## src/rtl/memory_pkg.sv

```systemverilog
// memory_pkg: shared memory request/answer types and the arbiter grant encoding.
package memory_pkg;
  typedef enum logic [1:0] {MEM_ACC_INSTR, MEM_ACC_LOAD, MEM_ACC_STORE} mem_acc_t;
  typedef struct packed {
    mem_acc_t    acc_type;
    logic [31:0] addr;
    logic [31:0] wdata;
    logic [3:0]  be;
  } mem_req_t;
  typedef struct packed {
    mem_acc_t    acc_type;
    logic [31:0] rdata;
    logic        err;
  } mem_ans_t;
  typedef enum logic {ARB_INSTR, ARB_DATA} mem_arb_grant_t;
endpackage

```

## src/rtl/mem_arb_rr.sv

```systemverilog
// mem_arb_rr: 2-way round-robin grant that holds a stalled grant until the memory accepts it.
module mem_arb_rr
  import memory_pkg::*;
(
  input  logic           clk,
  input  logic           rst,
  input  logic           instr_valid,
  input  logic           data_valid,
  input  logic           can_issue,
  input  logic           mem_ready,
  input  logic           flush,
  output mem_arb_grant_t grant,
  output logic           req_valid
);
  mem_arb_grant_t last_grant, locked_grant, free_grant;
  logic lock, hs;
  assign free_grant = (instr_valid & data_valid) ? (last_grant == ARB_DATA ? ARB_INSTR : ARB_DATA)
                                                 : (data_valid ? ARB_DATA : ARB_INSTR);
  assign grant = lock ? locked_grant : free_grant;
  assign req_valid = can_issue & (grant == ARB_INSTR ? instr_valid : data_valid);
  assign hs = req_valid & mem_ready;
  // A flush abandons a stalled fetch request, so it may release an instruction lock.
  always_ff @(posedge clk or posedge rst)
    if (rst) begin
      last_grant   <= ARB_DATA;
      locked_grant <= ARB_INSTR;
      lock         <= 1'b0;
    end else begin
      if (hs) last_grant <= grant;
      if (hs || (flush && grant == ARB_INSTR)) lock <= 1'b0;
      else if (req_valid) begin
        lock         <= 1'b1;
        locked_grant <= grant;
      end
    end
endmodule

```

## src/rtl/mem_port_arbiter.sv

```systemverilog
// mem_port_arbiter: shares one memory port between fetch and load/store, bounding outstanding
// requests and routing in-order answers back, dropping fetch answers made stale by a flush.
module mem_port_arbiter
  import memory_pkg::*;
#(
  parameter int MAX_OUTSTANDING = 2
) (
  input  logic     clk_i,
  input  logic     rst_i,
  input  logic     flush_i,
  input  logic     instr_valid_i,
  output logic     instr_ready_o,
  input  mem_req_t instr_req_i,
  output logic     instr_valid_o,
  input  logic     instr_ready_i,
  output mem_ans_t instr_ans_o,
  input  logic     data_valid_i,
  output logic     data_ready_o,
  input  mem_req_t data_req_i,
  output logic     data_valid_o,
  input  logic     data_ready_i,
  output mem_ans_t data_ans_o,
  output logic     mem_valid_o,
  input  logic     mem_ready_i,
  output mem_req_t mem_req_o,
  input  logic     mem_valid_i,
  output logic     mem_ready_o,
  input  mem_ans_t mem_ans_i
);
  localparam int CW = $clog2(MAX_OUTSTANDING + 1);
  // instr_cnt holds only live fetch requests; those marked stale by a flush move to discard_cnt.
  logic [CW-1:0] out_cnt, instr_cnt, discard_cnt;
  mem_arb_grant_t grant;
  logic can_issue, ans_instr, drop, ans_hs, drop_hs, fwd_hs, req_hs, req_instr;
  assign ans_instr     = mem_ans_i.acc_type == MEM_ACC_INSTR;
  assign drop          = ans_instr & (discard_cnt != '0);
  assign mem_ready_o   = ans_instr ? (drop | instr_ready_i) : data_ready_i;
  assign instr_valid_o = mem_valid_i & ans_instr & !drop;
  assign data_valid_o  = mem_valid_i & !ans_instr;
  assign instr_ans_o   = mem_ans_i;
  assign data_ans_o    = mem_ans_i;
  assign ans_hs        = mem_valid_i & mem_ready_o;
  assign drop_hs       = ans_hs & drop;
  assign fwd_hs        = ans_hs & ans_instr & !drop;
  assign can_issue     = (out_cnt < CW'(MAX_OUTSTANDING)) | ans_hs;
  mem_arb_rr u_rr (
    .clk        (clk_i),
    .rst        (rst_i),
    .instr_valid(instr_valid_i),
    .data_valid (data_valid_i),
    .can_issue  (can_issue),
    .mem_ready  (mem_ready_i),
    .flush      (flush_i),
    .grant      (grant),
    .req_valid  (mem_valid_o)
  );
  assign mem_req_o     = grant == ARB_INSTR ? instr_req_i : data_req_i;
  assign instr_ready_o = can_issue & mem_ready_i & (grant == ARB_INSTR);
  assign data_ready_o  = can_issue & mem_ready_i & (grant == ARB_DATA);
  assign req_hs        = mem_valid_o & mem_ready_i;
  assign req_instr     = req_hs & (grant == ARB_INSTR);
  always_ff @(posedge clk_i or posedge rst_i)
    if (rst_i) begin
      out_cnt     <= '0;
      instr_cnt   <= '0;
      discard_cnt <= '0;
    end else begin
      out_cnt     <= out_cnt + CW'(req_hs) - CW'(ans_hs);
      instr_cnt   <= flush_i ? CW'(req_instr) : instr_cnt + CW'(req_instr) - CW'(fwd_hs);
      discard_cnt <= flush_i ? discard_cnt + instr_cnt - CW'(drop_hs) - CW'(fwd_hs)
                             : discard_cnt - CW'(drop_hs);
    end
endmodule

```

## config.mk

```make
export PLATFORM = sky130hd
export DESIGN_NAME = mem_port_arbiter
export DESIGN_NICKNAME = d
export VERILOG_FILES = /design/src/rtl/memory_pkg.sv /design/src/rtl/mem_arb_rr.sv /design/src/rtl/mem_port_arbiter.sv
export SDC_FILE = /design/constraint.sdc
export NUM_CORES = 1
export LEC_CHECK = 0
export ABC_AREA = 1
export ABC_CLOCK_PERIOD_IN_PS = 2500
export BUFFER_PORTS_ARGS = -buffer_cell sky130_fd_sc_hd__buf_4
export CAP_MARGIN = 20
export CELL_PAD_IN_SITES_DETAIL_PLACEMENT = 0
export CELL_PAD_IN_SITES_GLOBAL_PLACEMENT = 1
export CORE_AREA = 2 2 129 131
export CTS_CLUSTER_DIAMETER = 150
export DETAILED_ROUTE_END_ITERATION = 7
export DIE_AREA = 0 0 131 133
export PLACE_DENSITY = 0.73
export SYNTH_ARGS = -nofsm -noshare
export SYNTH_HDL_FRONTEND = slang
export SYNTH_SLANG_ARGS = --single-unit
export TNS_END_PERCENT = 20
```

## constraint.sdc

```tcl
create_clock -name clk_i -period 2.5 [get_ports clk_i]
set_input_delay 0.375 -clock clk_i [delete_from_list [all_inputs] [get_ports clk_i]]
set_output_delay 0.375 -clock clk_i [all_outputs]
set_load 0.1 [all_outputs]
```

==> run metrics, run 1 <==
Crit Path Category=reg2reg; RR Endpoint=discard_cnt[1]$_DFF_PP0_; IO buf count=230; R2R setup slack=approximately 0.16 ns; Wirelength per Cell=about 11 um; Pleak=0.002232 uW; Final min period=2.340 ns; layout cell share with drive strength beyond 1=~47%; Slew Viols, Final=0; yosys warns=0; DR iter-0 viols=54; sequential-to-total area share from yosys stat=10.67%; worst reg2reg startpoint=discard_cnt[1]$_DFF_PP0_; area grow syn2layout=73.41%; Min Hold Slack=0.1153 ns; clock skew=roughly 0.00063 ns; CP Capture Type=flop; Post-Place Cells=between 700 and 800; Clock Latency Late Sink=0.23 ns; Max-slew headroom=76.19%; Final Core Density=between 20% and 30%; multi-input logic area=roughly 1200 um2; syn_area_per_cell=5.441 um2; status=completed; GR Overflow Total=0; Post-Syn Nets=between 500 and 600; maximum VDD drop=749.0 uV; global router's overall resource usage=8.454%; Syn Inst Count=390; root buffer cell=clkbuf_16; Hold WC Path Type=in2async; number of max-cap violations=0; TritonCTS clock tree=done; Hold-fix buffers, CTS=0; Finished Layout Cells=763; CTS Buf Count=3; Post-Route WL=8367 um; total power=approximately 6400 uW; First-pass DRT Iterations=4; Clk pin slew, worst setup/hold paths=0.04 ns; CP Max Fanout=4; Yosys reg bits=9; R2R depth=13; Nets=736; vias in the first global route=2518; DIE HEIGHT=133 um; Netlist cell types=21; pwr dens=1746 nW/um2; worst slew pin tran=approximately 0.36 ns; via/cell ratio=3.549; CP Launch Type=flop; Reg area=about 230 um2; final period utilization=a little over 90%; final setup vio count=0; initial antenna violation count=1; htree depth=1; CP Launch Point=discard_cnt[1]$_DFF_PP0_; IO Pins=between 300 and 400; CTS Sinks=9; Arr. time, crit path=roughly 2.5 ns; post-synthesis instance area=~2100 um2; pin count of the biggest net entering global routing=74; GPL Wtd Cong=around 0.71; first-pass GRT wire length=11830 um; final antenna-violating net count=0; Fin. Hold Viols=0; via count=about 2700; required time of the critical path=2.62 ns; ant diodes=0; Fill cells=1852; initial core utilization=13.12%; clock tree buffer depth=2; number of remaining DRC errors=0; die area=17420 um2; CORE AREA=16170 um2; hpwl dp=6992 um; die span in x=~130 um; Peak Freq=between 400 and 500 MHz; FP Rows=47
==> flip-flops by register name, summed over array words and instances, names as in the netlist <==
| register | cells |
|---|---|
| instr_cnt | 2 |
| discard_cnt | 2 |
| u_rr.last_grant | 1 |
| u_rr.lock | 1 |
| out_cnt | 2 |
| u_rr.locked_grant | 1 |
==> routing by layer <==
metal	global-route usage (%)	vias to the layer above	part of all wire (%)
met2	14.57	161	46
met3	3.437	36	13
met1	9.303	1115	38
met4	2.896	2	2.6
li1	-	1394	-
met5	0	-	0.23
==> through the flow <==
step           area, um2   TNS [ns]  setup slack [ns]
5_1_grt             3680  -0.001438         -0.001438
3_5_place_dp        3587          0           0.02710
2_1_floorplan       2125          0           0.03596
3_3_place_gp        3587          0           0.07193
6_report            3680          0            0.1600
4_1_cts             3666          0           0.01775
==> cell usage in the layout (no fill, tap or decap), types with 3 or more instances in the layout <==
cell type | synthesis | layout
nand2_1 | 231 | 231
buf_4 | 70 | 231
inv_1 | 21 | 20
nor2_1 | 9 | 8
ha_1 | 7 | 7
dfrtp_1 | 8 | 7
nand3_2 | 4 | 4
xnor2_1 | 5 | 4
nand2_2 | 3 | 3
nand3_1 | 3 | 3
inv_2 | 2 | 3
clkbuf_16 | 0 | 3
buf_12 | 0 | 3
==> synthesized netlist by cell type <==
| master | n | area (um2) |
|---|---|---|
| dfstp_2 | 1 | 26.28 |
| buf_4 | 70 | 525.5 |
| o21ai_0 | 2 | 10.01 |
| nand2_1 | 231 | 867.1 |
| inv_2 | 2 | 7.510 |
| buf_6 | 1 | 11.26 |
| o21ai_1 | 1 | 5.000 |
| buf_2 | 14 | 70.07 |
| inv_1 | 21 | 78.83 |
| dfrtp_1 | 8 | 200.2 |
| xnor2_1 | 5 | 43.79 |
| ha_1 | 7 | 87.58 |
| fa_1 | 1 | 20.02 |
| nand3_1 | 3 | 15.01 |
| nor2_2 | 2 | 12.51 |
| xor2_1 | 2 | 17.52 |
| nand4_1 | 2 | 12.51 |
| nor2_1 | 9 | 33.78 |
| o21bai_4 | 1 | 18.77 |
| nand3_2 | 4 | 40.04 |
| nand2_2 | 3 | 18.77 |
==> how the worst max path moves through the flow <==
stage                                    end  slack (ns)  depth (start not counted)
global placement    discard_cnt[1]$_DFF_PP0_        0.07                         13
finish              discard_cnt[1]$_DFF_PP0_        0.16                         13
global route        discard_cnt[1]$_DFF_PP0_      -0.001                         13
detailed placement  discard_cnt[1]$_DFF_PP0_        0.03                         13
floorplan                       data_ready_o        0.04                          6
CTS                 discard_cnt[1]$_DFF_PP0_        0.02                         13
==> cell type report <==
type                            count  share of cell area (%)
Timing Repair Buffer              234                   48.76
Tap cell                          220                   7.480
Clock buffer                        4                   2.142
Sequential cell                     9                   6.188
Multi-Input combinational cell    273                   33.08
Inverter                           23                   2.346
==> power by group <==
group / switching [uW] / internal [uW] / leakage [uW]
Sequential: 54.1 / 222 / 0.000110
Combinational: 4670 / 1200 / 0.00208
Clock: 66.6 / 213 / 0.0000382
==> cells by family (layout without fill, tap and decap cells) <==
| family | after synthesis | count (layout) | share of synthesized area (%) |
|---|---|---|---|
| fa+ha+maj | 8 | 8 | 5.071 |
| compound gates | 4 | 4 | 1.592 |
| flops | 9 | 9 | 10.67 |
| buf+inv | 108 | 261 | 32.67 |
| simple gates | 254 | 254 | 47.11 |
| xor+xnor | 7 | 7 | 2.889 |
==> worst max-delay path, cell delays in order (launching register included) <==
cell	delay (ns)
dfrtp_2	0.43
nor2_4	0.12
inv_2	0.07
o21bai_4	0.14
inv_1	0.06
ha_1	0.26
inv_1	0.04
fa_1	0.48
inv_1	0.04
ha_1	0.20
xnor2_2	0.14
o21ai_1	0.09
nand3_1	0.09
nand2_1	0.05
==> repair_timing <==
item / 4_1_cts / 5_1_grt
endpoints found under the setup margin: 0 / 1
setup buffers: 0 / 0
gates resized for setup: 0 / 5
No activity file was read; power rests on OpenSTA's default activity.
==> run 2, diff against run 1 <==
--- a/config.mk
+++ b/config.mk
@@ -11,12 +11,13 @@
 export CAP_MARGIN = 20
 export CELL_PAD_IN_SITES_DETAIL_PLACEMENT = 0
 export CELL_PAD_IN_SITES_GLOBAL_PLACEMENT = 1
-export CORE_AREA = 2 2 129 131
+export CORE_AREA = 2 2 127 129
 export CTS_CLUSTER_DIAMETER = 150
 export DETAILED_ROUTE_END_ITERATION = 7
-export DIE_AREA = 0 0 131 133
-export PLACE_DENSITY = 0.73
+export DIE_AREA = 0 0 129 131
+export PLACE_DENSITY = 0.76
 export SYNTH_ARGS = -nofsm -noshare
 export SYNTH_HDL_FRONTEND = slang
+export SYNTH_HIERARCHICAL = 1
 export SYNTH_SLANG_ARGS = --single-unit
 export TNS_END_PERCENT = 20
==> run 2 against run 1 <==
Effect of this change: worst hold slack worse by 0.086 ns; sequential power down 5%; area after synthesis increased by 2.0%; clock power hardly changed; clock skew is 0.0015 ns higher; clock-buffer cell count unchanged; power down 0.33%; flip-flop and latch count is the same; final cell count grew 1.6%; design area up 1.1%; combinational power about the same; largest cell class unchanged.
==> run metrics, run 2 <==
area grow syn2layout=71.91%; CP Buf/Inv Count=3 (-1); Post-Route WL=8070 um (-3.5%); initial antenna violation count=0 (-1); ant diodes=0 (unchanged); Combinational Power Share=91.6% (+0.2 points); largest area contributor in the netlist=nand2_1; gr busiest metal=met2; clock tree buffer depth=2 (unchanged); EDFF count, synth=0 (unchanged); Yosys reg bits=9 (unchanged); CP Launch Point=u_rr/last_grant$_DFFE_PP1P_; post-cts resize count=0 (unchanged); layout cell share with drive strength beyond 1=46.15% (-0.62 points); Pleak=0.002270 uW (+1.7%); post-synth top area share=41.45% (+0.58 points); R2R setup slack=0.22 ns (+0.06 ns); CTS Sinks=9 (unchanged); Switch Pwr=4787 uW (-0.12%); R2R depth=17 (+4); commonest non-fill, non-tap cell in the layout=nand2_1; end of the critical path=mem_req_o[24]; Final Core Density=23.86% (+1.1 points); Clk pin slew, worst setup/hold paths=0.04 ns (about the same); most common cell in the netlist=nand2_1; First-pass DRT Iterations=4 (unchanged); syn_area_per_cell=5.345 um2 (-1.8%); vias in the first global route=2290 (-9.1%); root buffer cell=clkbuf_16; yosys warns=6 (+6); CP max stage delay=0.53 ns (+0.05 ns); CTS Buf Count=3 (unchanged); IO Pins=330 (unchanged); hpwl dp=6792 um (-2.9%); grt met3 use=2.158% (-1.3 points); pin count of the biggest net entering global routing=41 (-45%); first-pass GRT wire length=10850 um (-8.2%); clock skew=0.002087 ns (+0.001456 ns); most frequent cells in the layout=nand2_1, buf_4, inv_1; Peak Freq=436.8 MHz (+2.2%); Synth top cells by count=nand2_1, buf_4, inv_1; GR Overflow Total=0 (unchanged); final period utilization=91.57% (-2.0 points); asr flop ratio synth=100.0% (unchanged); Clock power frac=4.3% (about the same); IO buf count=230 (unchanged); CP Depth=8 (-5); M1 GR Usage=9.193% (-0.11 points); worst path cell trace=nand2_1, nand3_2, nand2_2, inv_2, buf_4, nand2_1, nand2_1, buf_4; RR Endpoint=discard_cnt[1]$_DFF_PP0_; Hold WC Path Type=in2async; die span in x=129 um (-1.5%); Arr. time, crit path=1.91 ns (-0.55 ns); final antenna-violating net count=0 (unchanged); number of max-cap violations=0 (unchanged); setup bufs post-CTS=0 (unchanged); post-synthesis instance area=2165 um2 (+2.0%); setup total negative slack=0 ns (unchanged); grt met2 use=13.60% (-0.96 points); CORE AREA=15600 um2 (-3.6%); largest cells by area after synthesis=nand2_1, buf_4, dfrtp_1; P_int=1616 uW (-0.94%); pwr dens=1721 nW/um2 (-1.4%); maximum VDD drop=905.6 uV (+21%); TritonCTS clock tree=done; Worst path most repeated cell=nand2_1; CP Launch Type=flop; number of remaining DRC errors=0 (unchanged); slowest cell on the critical path=dfstp_2; worst slew pin tran=0.3917 ns (+0.03490 ns); Final min period=2.289 ns (-0.05076 ns); CP Max Fanout=32 (+28); FP Rows=46 (-2.1%); Fin. Hold Viols=0 (unchanged); Max-slew headroom=73.89% (-2.3 points); final setup vio count=0 (unchanged); most common flop cell mapped by yosys=dfrtp_1; via count=2732 (+0.89%); DR iter-0 viols=81 (+50%); switching share of total power=74.76% (+0.15 points); Post-Place Cells=771 (+1.6%); CP Capture Type=output pin; GPL Wtd Cong=0.8032 (+14%); biggest regs=discard_cnt x2, instr_cnt x2, out_cnt x2; Netlist cell types=26 (+24%); Slew Viols, Final=0 (unchanged); worst reg2reg startpoint=discard_cnt[1]$_DFF_PP0_; Finished Layout Cells=775 (+1.6%); Hold-fix buffers, CTS=0 (unchanged); required time of the critical path=2.12 ns (-0.50 ns); status=completed; Wirelength per Cell=10.41 um (-5.0%); initial core utilization=13.88% (+0.76 points); die area=16900 um2 (-3.0%); Post-Syn Nets=597 (+2.6%); sequential share of power=4.1% (-0.2 points); setup slack at placement=0.09195 ns (+0.06485 ns); Clock Latency Late Sink=0.23 ns (about the same); Crit Path Category=reg2out; Setup WS post-layout=0.2108 ns (+0.05076 ns); htree depth=1 (unchanged); total power=6404 uW (-0.33%); sequential-to-total area share from yosys stat=10.46% (-0.21 points); setup repair after global routing missed its margin=false; Syn Inst Count=405 (+3.8%); critical path's top delay family=buffers and inverters; DIE HEIGHT=131 um (-1.5%); global router's overall resource usage=7.956% (-0.50 points); Nets=752 (+2.2%); via/cell ratio=3.525 (-0.68%)
==> run 2: cell types whose count changed after synthesis, sizes merged, moves of 2 or more <==
cell	change
nand2	+10
nor2	+2
buf	-4
inv	+2
xnor2	-2
clkbuf	+4
==> run 2: stage by stage <==
stage	hold WS [ns]	area [um2]
finish	0.02946	3721
floorplan	0.1279	2172
global placement	0.2657	3642
global route	0.03837	3721
CTS	0.02588	3721
detailed placement	0.2721	3642
==> run 2: area by class of cell <==
| cell class | count | area (um2) |
|---|---|---|
| Inverter | 25 | 93.84 |
| Multi-Input combinational cell | 286 | 1262 |
| Clock buffer | 4 | 78.83 |
| Fill cell | 1786 | 11880 |
| Tap cell | 216 | 270.3 |
| Sequential cell | 9 | 226.5 |
| Timing Repair Buffer | 235 | 1789 |
==> run 2: logic make-up after synthesis <==
family                   after synthesis  share of synthesized area (%)
XOR/XNOR                               5                          2.023
AND/OR/NAND/NOR                      270                          50.17
flip-flops                             9                          10.46
adder cells (fa/ha/maj)                8                          4.971
buffers and inverters                110                          31.68
AO/OA/AOI/OAI                          3                         0.6930
==> run 2: how the worst min path moves through the flow <==
stage / slack [ns] / start / endpoint
4_1_cts: 0.03 / rst_i / u_rr/lock$_DFFE_PP0P_
5_1_grt: 0.04 / rst_i / u_rr/locked_grant$_DFFE_PP0P_
6_report: 0.03 / rst_i / u_rr/lock$_DFFE_PP0P_
2_1_floorplan: 0.13 / rst_i / u_rr/lock$_DFFE_PP0P_
3_3_place_gp: 0.27 / rst_i / u_rr/lock$_DFFE_PP0P_
3_5_place_dp: 0.27 / rst_i / u_rr/lock$_DFFE_PP0P_
==> run 2: routing by layer <==
metal,share of wire (%),routed length [um]
met1,37,2955
met2,48,3834
met3,12,971
met4,3.8,309
met5,0,0
==> run 2: power by group through the flow <==
stage	clock, uW	combinational (uW)	sequential, uW
global placement	0	5900	264
finish	278	5860	262
floorplan	0	5130	259
global route	297	6160	272
detailed placement	0	5900	264
CTS	287	5900	263
==> run 2: worst reg2reg max path, delay by kind of cell, from the launching register on <==
kind / cells / cell delay, ns
adder cells (fa/ha/maj): 3 / 0.91
buffers and inverters: 4 / 0.20
flip-flops: 1 / 0.38
AND/OR/NAND/NOR: 10 / 0.68
==> run 3, diff against run 2 <==
--- a/config.mk
+++ b/config.mk
@@ -15,6 +15,7 @@
 export CTS_CLUSTER_DIAMETER = 150
 export DETAILED_ROUTE_END_ITERATION = 7
 export DIE_AREA = 0 0 129 131
+export MAX_ROUTING_LAYER = met4
 export PLACE_DENSITY = 0.76
 export SYNTH_ARGS = -nofsm -noshare
 export SYNTH_HDL_FRONTEND = slang
==> run 3 against run 2 <==
Effect of this change: final cell count unchanged; flip-flop and latch count unchanged; clock-buffer cell count unchanged; design area is the same; maximum frequency is essentially flat; via count increased by 0.15%; worst setup slack lost 0.0011 ns; sequential share of layout area is the same; power about the same; combinational power about the same; critical path depth unchanged; largest cell class unchanged; largest power group unchanged.
==> run metrics, run 3 (synthesis results as in run 2) <==
CP Max Fanout=32 (unchanged); worst slew pin tran=0.3917 ns (unchanged); most frequent cells in the layout=nand2_1, buf_4, inv_1; Combinational Power Share=91.6% (about the same); switching share of total power=74.76% (about the same); setup repair after global routing missed its margin=false; hpwl dp=6792 um (unchanged); global router's overall resource usage=8.195% (+0.24 points); via/cell ratio=3.530 (+0.15%); commonest non-fill, non-tap cell in the layout=nand2_1; TritonCTS clock tree=done; clock tree buffer depth=2 (unchanged); Max-slew headroom=73.89% (unchanged); Peak Freq=436.6 MHz (about the same); First-pass DRT Iterations=4 (unchanged); Crit Path Category=reg2out; final setup vio count=0 (unchanged); maximum VDD drop=905.6 uV (about the same); pin count of the biggest net entering global routing=41 (unchanged); CTS Sinks=9 (unchanged); Clock Latency Late Sink=0.23 ns (about the same); Fill cells=1786 (unchanged); Pleak=0.002270 uW (unchanged); pwr dens=1721 nW/um2 (about the same); grt met2 use=13.60% (unchanged); Min Hold Slack=0.02946 ns (-0.0000001000 ns); Setup WS post-layout=0.2096 ns (-0.001136 ns); Hold-fix buffers, CTS=0 (unchanged); Final min period=2.290 ns (+0.001136 ns); M1 GR Usage=9.242% (+0.049 points); sequential share of power=4.1% (about the same); CP Capture Type=output pin; status=completed; Nets=752 (unchanged); setup bufs post-CTS=0 (unchanged); Wirelength per Cell=10.42 um (about the same); Final Core Density=23.86% (unchanged); Arr. time, crit path=1.92 ns (about the same); ant diodes=0 (unchanged); CP Launch Type=flop; Switch Pwr=4788 uW (about the same); die span in x=129 um (unchanged); Slew Viols, Final=0 (unchanged); CTS Buf Count=3 (unchanged); die area=16900 um2 (unchanged); final period utilization=91.61% (about the same); layout cell share with drive strength beyond 1=46.15% (unchanged); area grow syn2layout=71.91% (unchanged); htree depth=1 (unchanged); Fin. Hold Viols=0 (unchanged); setup slack at placement=0.09195 ns (unchanged); CORE AREA=15600 um2 (unchanged); Clk pin slew, worst setup/hold paths=0.04 ns (about the same); required time of the critical path=2.12 ns (about the same); DIE HEIGHT=131 um (unchanged); number of max-cap violations=0 (unchanged); gr busiest metal=met2; number of remaining DRC errors=0 (unchanged); Post-Route WL=8073 um (about the same); initial antenna violation count=0 (unchanged); vias in the first global route=2290 (unchanged); Hold WC Path Type=in2async; first-pass GRT wire length=10850 um (unchanged); final antenna-violating net count=0 (unchanged); DR iter-0 viols=81 (unchanged); Clock power frac=4.3% (about the same); IO buf count=230 (unchanged); root buffer cell=clkbuf_16; clock skew=0.002087 ns (unchanged); initial core utilization=13.88% (unchanged); GPL Wtd Cong=0.8148 (+1.4%); IO Pins=330 (unchanged); post-cts resize count=0 (unchanged); grt met3 use=2.077% (-0.081 points); FP Rows=46 (unchanged); via count=2736 (+0.15%); GR Overflow Total=0 (unchanged); biggest regs=discard_cnt x2, instr_cnt x2, out_cnt x2; P_int=1616 uW (about the same)
==> run 3: cell counts in the layout (fill, tap and decap cells not counted) <==
No cell type changed its count.
==> run 3: cell type report <==
cell class              instances  area, um2  area share, %
clock buffers                   4      78.83          2.118
inverters                      25      93.84          2.522
multi-input cells             286       1262          33.93
flip-flops and latches          9      226.5          6.086
well taps                     216      270.3          7.263
repair buffers                235       1789          48.08
==> run 3: worst paths after layout <==
check / start / to / slack (ns) / cells past startpoint
worst max-delay path: u_rr/last_grant$_DFFE_PP1P_ / mem_req_o[24] / 0.21 / 8
min in group clk_i: flush_i / instr_cnt[1]$_DFF_PP0_ / 0.35 / 2
worst min register to register: u_rr/last_grant$_DFFE_PP1P_ / u_rr/last_grant$_DFFE_PP1P_ / 0.46 / 2
worst min-delay path: rst_i / u_rr/lock$_DFFE_PP0P_ / 0.03 / 2
max in group asynchronous: rst_i / instr_cnt[0]$_DFF_PP0_ / 2.22 / 2
worst max register to register: discard_cnt[1]$_DFF_PP0_ / discard_cnt[1]$_DFF_PP0_ / 0.22 / 17
==> run 3: critical path: stages (launching register included) <==
cell and delay [ns]:
dfstp_2 0.53, nand2_1 0.06, nand3_2 0.10, nand2_2 0.10, inv_2 0.09, buf_4 0.31
nand2_1 0.12, nand2_1 0.08, buf_4 0.28
==> run 3: metrics by stage <==
step | total power [uW] | std cells | instance area [um2] | setup TNS [ns]
6_report | 6404 | 775 | 3721 | 0
5_1_grt | 6727 | 775 | 3721 | 0
4_1_cts | 6449 | 775 | 3721 | 0
3_5_place_dp | 6160 | 771 | 3642 | 0
3_3_place_gp | 6167 | 771 | 3642 | 0
2_1_floorplan | 5389 | 405 | 2172 | -0.5886
==> run 3: power by group through the flow <==
stage | combinational, uW | clock (uW) | sequential [uW]
detailed placement | 5900 | 0 | 264
floorplan | 5130 | 0 | 259
global route | 6160 | 297 | 272
global placement | 5900 | 0 | 264
finish | 5860 | 278 | 262
CTS | 5900 | 287 | 263
==> run 3: layer usage <==
layer,share of wire [%],vias to the layer above
met4,3.7,0
met2,48,166
met5,0,-
met1,37,1094
met3,12,35
li1,-,1441
